### config.mk
export PLATFORM = sky130hd
export DESIGN_NAME = branch_pred_queue
export DESIGN_NICKNAME = d
export VERILOG_FILES = /design/src/rtl/branch_pred_queue.sv
export SDC_FILE = /design/constraint.sdc
export NUM_CORES = 1
export LEC_CHECK = 0
export CAP_MARGIN = 10
export CORE_MARGIN = 4
export CORE_UTILIZATION = 50
export CTS_BUF_LIST = sky130_fd_sc_hd__clkbuf_2
export DETAILED_ROUTE_END_ITERATION = 7
export HOLD_SLACK_MARGIN = 0.05
export PLACE_DENSITY = 0.74
export SETUP_SLACK_MARGIN = 0.3
export SLEW_MARGIN = 20
export SYNTH_ARGS = -nofsm -noshare
export SYNTH_HDL_FRONTEND = slang
export SYNTH_SLANG_ARGS = --single-unit
### constraint.sdc
create_clock -name clk -period 3.8 [get_ports clk]
set_input_delay 0.95 -clock clk [delete_from_list [all_inputs] [get_ports clk]]
set_output_delay 0.95 -clock clk [all_outputs]
set_load 0.01 [all_outputs]
### src/rtl/branch_pred_queue.sv
// In-order queue of fetch-stage branch predictions, resolved one at a time in execute.
// Flags mispredicts combinationally and emits a registered direction-predictor update record.
module branch_pred_queue #(
    parameter int unsigned DATA_WIDTH = 32,
    parameter int unsigned DEPTH      = 4
) (
    input  logic                  clk,
    input  logic                  rst,
    input  logic                  PredValidF,
    input  logic                  PredTakenF,
    input  logic [DATA_WIDTH-1:0] PCF,
    input  logic [DATA_WIDTH-1:0] PCTargetF,
    input  logic                  BranchE,
    input  logic                  BranchTakenE,
    output logic                  MispredictE,
    output logic [DATA_WIDTH-1:0] RecoveryPCE,
    output logic                  QueueFull,
    output logic                  QueueEmpty,
    output logic                  UpdValid,
    output logic                  UpdBackward,
    output logic                  UpdTaken,
    output logic                  OverflowErr,
    output logic                  UnderflowErr
);

    localparam int unsigned PtrW = $clog2(DEPTH);
    localparam int unsigned CntW = PtrW + 1;
    localparam logic [CntW-1:0] CntFull = CntW'(DEPTH);

    // Entry storage carries no reset: only slots covered by count are ever read.
    logic                  taken_q    [DEPTH];
    logic                  backward_q [DEPTH];
    logic [DATA_WIDTH-1:0] pc_q       [DEPTH];
    logic [DATA_WIDTH-1:0] target_q   [DEPTH];

    logic [PtrW-1:0] head_q, head_d;
    logic [PtrW-1:0] tail_q, tail_d;
    logic [CntW-1:0] count_q, count_d;

    logic upd_valid_q, upd_backward_q, upd_taken_q;
    logic overflow_q, underflow_q;

    logic                  head_valid;
    logic                  is_full;
    logic                  head_taken;
    logic                  head_backward;
    logic [DATA_WIDTH-1:0] head_pc;
    logic [DATA_WIDTH-1:0] head_target;
    logic                  mispredict;
    logic                  pop;
    logic                  push;
    logic                  overflow_set;
    logic                  underflow_set;
    logic [DATA_WIDTH-1:0] recovery_pc;

    always_comb begin
        head_valid    = (count_q != '0);
        is_full       = (count_q == CntFull);
        head_taken    = taken_q[head_q];
        head_backward = backward_q[head_q];
        head_pc       = pc_q[head_q];
        head_target   = target_q[head_q];

        pop           = BranchE & head_valid;
        mispredict    = pop & (head_taken != BranchTakenE);
        // A full queue still accepts a push when the head leaves in the same cycle.
        push          = PredValidF & (~is_full | pop) & ~mispredict;
        overflow_set  = PredValidF & is_full & ~pop;
        underflow_set = BranchE & ~head_valid;

        recovery_pc = '0;
        if (head_valid) begin
            recovery_pc = head_taken ? head_pc + DATA_WIDTH'(4) : head_target;
        end
    end

    always_comb begin
        head_d  = head_q;
        tail_d  = tail_q;
        count_d = count_q;
        if (mispredict) begin
            // Everything behind the head is wrong-path: collapse to empty at the tail.
            head_d  = tail_q;
            count_d = '0;
        end else begin
            if (pop) begin
                head_d = head_q + PtrW'(1);
            end
            if (push) begin
                tail_d = tail_q + PtrW'(1);
            end
            unique case ({push, pop})
                2'b10:   count_d = count_q + CntW'(1);
                2'b01:   count_d = count_q - CntW'(1);
                default: count_d = count_q;
            endcase
        end
    end

    always_ff @(posedge clk or posedge rst) begin
        if (rst) begin
            head_q         <= '0;
            tail_q         <= '0;
            count_q        <= '0;
            upd_valid_q    <= 1'b0;
            upd_backward_q <= 1'b0;
            upd_taken_q    <= 1'b0;
            overflow_q     <= 1'b0;
            underflow_q    <= 1'b0;
        end else begin
            head_q      <= head_d;
            tail_q      <= tail_d;
            count_q     <= count_d;
            upd_valid_q <= pop;
            if (pop) begin
                upd_backward_q <= head_backward;
                upd_taken_q    <= BranchTakenE;
            end
            if (overflow_set) begin
                overflow_q <= 1'b1;
            end
            if (underflow_set) begin
                underflow_q <= 1'b1;
            end
        end
    end

    always_ff @(posedge clk) begin
        if (push) begin
            taken_q[tail_q]    <= PredTakenF;
            backward_q[tail_q] <= (PCTargetF < PCF);
            pc_q[tail_q]       <= PCF;
            target_q[tail_q]   <= PCTargetF;
        end
    end

    assign MispredictE  = mispredict;
    assign RecoveryPCE  = recovery_pc;
    assign QueueFull    = is_full;
    assign QueueEmpty   = ~head_valid;
    assign UpdValid     = upd_valid_q;
    assign UpdBackward  = upd_backward_q;
    assign UpdTaken     = upd_taken_q;
    assign OverflowErr  = overflow_q;
    assign UnderflowErr = underflow_q;

endmodule

==> impl_metrics.json <==
{
  "detail_route.drc_violations": 0,
  "cts.path.max_buffers": 3,
  "post_synth_inst_count": 675,
  "violations": "setup timing",
  "internal_power_uw": 7500,
  "routed_via_density": 5.58,
  "crit_required_ps": 2850,
  "drt-wirelength-per-cell_um": 21.5,
  "synth_compound_gate_area_share": 0.0465,
  "placer_congestion": 0.796,
  "postSynthRegisterBits": 276,
  "power_per_cell_area_mw_per_mm2": 757,
  "clock_latency_ps": 860,
  "largest_area_contributor_in_the_synthesized_netlist": "sky130_fd_sc_hd__edfxtp_1",
  "port_buffers": 109,
  "post-route-period-util": 1.12,
  "power.leakage_uw": 0.00570,
  "grt.overflow.total": 0,
  "core_region_area_mm2": 0.0235,
  "post_dp_cell_area_mm2": 0.0140,
  "setup_viol": 30,
  "numClockSinks": 276,
  "drt_wl_total_um": 28300,
  "ir_drop_uv": 416,
  "holdCritPathClass": "input pin to asynchronous set/reset pin",
  "dieWidth_um": 163,
  "clock-skew-final_ps": 73.4,
  "ys_warn_count": 0,
  "floorplan.initialDensity": 0.509,
  "ys_types": 50,
  "final_max_slew_viol_count": 0,
  "yosys.area_share.simple": 0.0475,
  "cp_cell_sequence": "buf_12 -> buf_12 -> mux4_2 -> nand4_1 -> nor3b_4 -> buf_6 -> buf_6 -> nand4_1 -> xor2_1 -> a21oi_1 -> buf_2",
  "pre_cts_ws_ps": -98.0,
  "hold_viol": 0,
  "post-synth-top-count-cell": "sky130_fd_sc_hd__edfxtp_1",
  "register_area_mm2": 0.00823,
  "drtIter0Drc": 537,
  "cp_data_arrival_time_ps": 3300,
  "period_needed_ps": 4250,
  "design.final.nets": 1052,
  "multi_input_comb_area_mm2": 0.00374,
  "die-height_um": 163,
  "grt_pass1_vias": 7875,
  "synth_top_family_by_area": "multiplexers",
  "fillCellCount": 1609,
  "floorplan.io_pins": 110,
  "synthXorXnorAreaFrac": 0.0235,
  "setup_slack_ps": -454,
  "grt_start_max_net_pins": 44,
  "die_area_mm2": 0.0265,
  "asr_flop_ratio_synth": 0.0435,
  "comb_power_share": 0.468,
  "grt_antenna_before_repair": 2,
  "crit_type": "flop to output port",
  "crit_fanout": 8,
  "post_synth.cell_area_avg_um2": 17.7,
  "tritoncts": "built",
  "clockPowerShare": 0.175,
  "crit_path_top_delay_cell": "sky130_fd_sc_hd__dfrtp_4",
  "synth.area.mux_share": 0.131,
  "grt_setup_unrepaired": "yes",
  "postLayoutCellArea_mm2": 0.0154,
  "max_freq_mhz": 235,
  "synth_fp_nets": 782,
  "synth-edff-count": 264,
  "area_delta_synth_final_pct": 28.9,
  "worst_pin_slew_ps": 505,
  "critical_path.endpoint_type": "output port",
  "postSynth.topFlopCell": "sky130_fd_sc_hd__edfxtp_1",
  "cp_launch_type": "flop",
  "ys_top_cells_by_count": "sky130_fd_sc_hd__edfxtp_1 (264), sky130_fd_sc_hd__mux4_2 (54), sky130_fd_sc_hd__inv_1 (38)",
  "dpl.hpwl_um": 17200,
  "swShare": 0.358,
  "synth_seq_area_share": 0.687,
  "synth_largest_type_area_fraction": 0.662,
  "htree_depth": 3,
  "grtUsageTotal": 0.214,
  "tritoncts.num_buffers": 71,
  "max_slew_margin": 0.663,
  "floorplan.rows": 56,
  "combined_area_of_all_synthesized_cells_mm2": 0.0120,
  "run_status": "finished with violations",
  "drt.antenna.violating_nets": 0,
  "clk_pin_slew_worst_paths_ps": 110,
  "clockRootBuffer": "sky130_fd_sc_hd__clkbuf_2",
  "synth_fa_ha_area_frac": 0.0387,
  "first_pass_iters": 5,
  "vias": 7348,
  "max-cap-violations": 0,
  "post_route_cells_drive_above_1_share": 0.386,
  "max_stage_delay_ps": 530,
  "power.sequential.fraction": 0.357,
  "switching_power_uw": 4190,
  "synthTopCellsByArea": "sky130_fd_sc_hd__edfxtp_1 (66%), sky130_fd_sc_hd__mux4_2 (10%), sky130_fd_sc_hd__ha_1 (3.9%)",
  "grt_pass1_wl_um": 43300
}
## final cells by class
cell class / instances / share of cell area
sequential: 276 / 0.533
multi-input combinational: 333 / 0.243
timing repair buffer: 224 / 0.145
clock buffer: 100 / 0.0324
tap: 319 / 0.0259
clock inverter: 25 / 0.0109
inverter: 39 / 0.00972
antenna: 1 / 0.000162
## per-stage QoR
stage          std cells  utilization  hold slack [ps]  TNS [ps]  total power (uW)
2_1_floorplan        675            -              457         0              6810
3_3_place_gp        1140        0.594              438      -127              8780
3_5_place_dp        1140        0.594              449      -300              8900
4_1_cts             1305        0.647              410     -9890             11400
5_1_grt             1317        0.656              438    -14340             12400
6_report            1317        0.656              458     -8880             11700
## power by group through the flow
stage	logic (uW)	registers, uW	clock network, uW
after floorplan	2640	4170	0
after global placement	4570	4210	0
after detailed placement	4640	4260	0
after CTS	5180	4170	2100
after global routing	5840	4210	2300
final	5470	4170	2050
## timing repair
item | 4_1_cts | 5_1_grt
endpoints found under the hold margin | 0 | 0
resized for setup | 206 | 31
hold buffers | 0 | 0
cloned | 3 | 2
setup buffers | 37 | 9
endpoints found under the setup margin | 34 | 33
pin swaps | 49 | 22
## placed cells by master, fill, tap and decap left out, types with 22 or more instances in the layout
cell type	n
sky130_fd_sc_hd__edfxtp_1	264
sky130_fd_sc_hd__o21ai_0	35
sky130_fd_sc_hd__clkbuf_2	100
sky130_fd_sc_hd__ha_1	36
sky130_fd_sc_hd__a21oi_1	24
sky130_fd_sc_hd__nand2_1	22
sky130_fd_sc_hd__buf_4	70
sky130_fd_sc_hd__mux4_2	66
sky130_fd_sc_hd__buf_2	33
sky130_fd_sc_hd__clkdlybuf4s50_1	76
sky130_fd_sc_hd__inv_1	37
## registers in the layout (all words and copies together) (netlist names), 2 cells and up
signal,cells
taken_q,4
pc_q,128
target_q,128
tail_q,2
count_q,3
backward_q,4
head_q,2
## routing by layer
layer / up-vias / global-route usage / routed length (um)
met5: - / 0 / 13
met4: 2 / 0.0778 / 660
met3: 55 / 0.0587 / 1990
met2: 304 / 0.357 / 14700
met1: 3698 / 0.272 / 11000
li1: 3289 / - / -
## final timing paths
| kind | from | to | slack (ps) | cells after the start |
|---|---|---|---|---|
| worst max-delay path | head_q[0] | RecoveryPCE[29] | -450 | 11 |
| worst min-delay path | rst | UpdBackward | 460 | 2 |
| worst max register to register | head_q[0] | target_q[1][30] | 570 | 12 |
| worst min register to register | OverflowErr | OverflowErr | 470 | 1 |
| max in group asynchronous | rst | head_q[0] | 2940 | 2 |
| min in group clk | OverflowErr | OverflowErr | 470 | 1 |
## critical path, delay by kind of cell, from the launching register on
family / cells / cell delay, ps
AO/OA/AOI/OAI: 1 / 120
XOR/XNOR: 1 / 150
multiplexers: 1 / 380
AND/OR/NAND/NOR: 3 / 660
flip-flops: 1 / 530
buffers and inverters: 5 / 670
## kinds of logic (layout without fill, tap and decap cells)
| logic type | after synthesis | count (layout) |
|---|---|---|
| flops | 276 | 276 |
| simple gates | 102 | 102 |
| compound gates | 94 | 94 |
| mux | 70 | 70 |
| buf+inv | 66 | 388 |
| fa+ha+maj | 37 | 37 |
| xor+xnor | 30 | 30 |
| other cells | 0 | 1 |
Note: power is estimated with default switching activity, not from simulation.
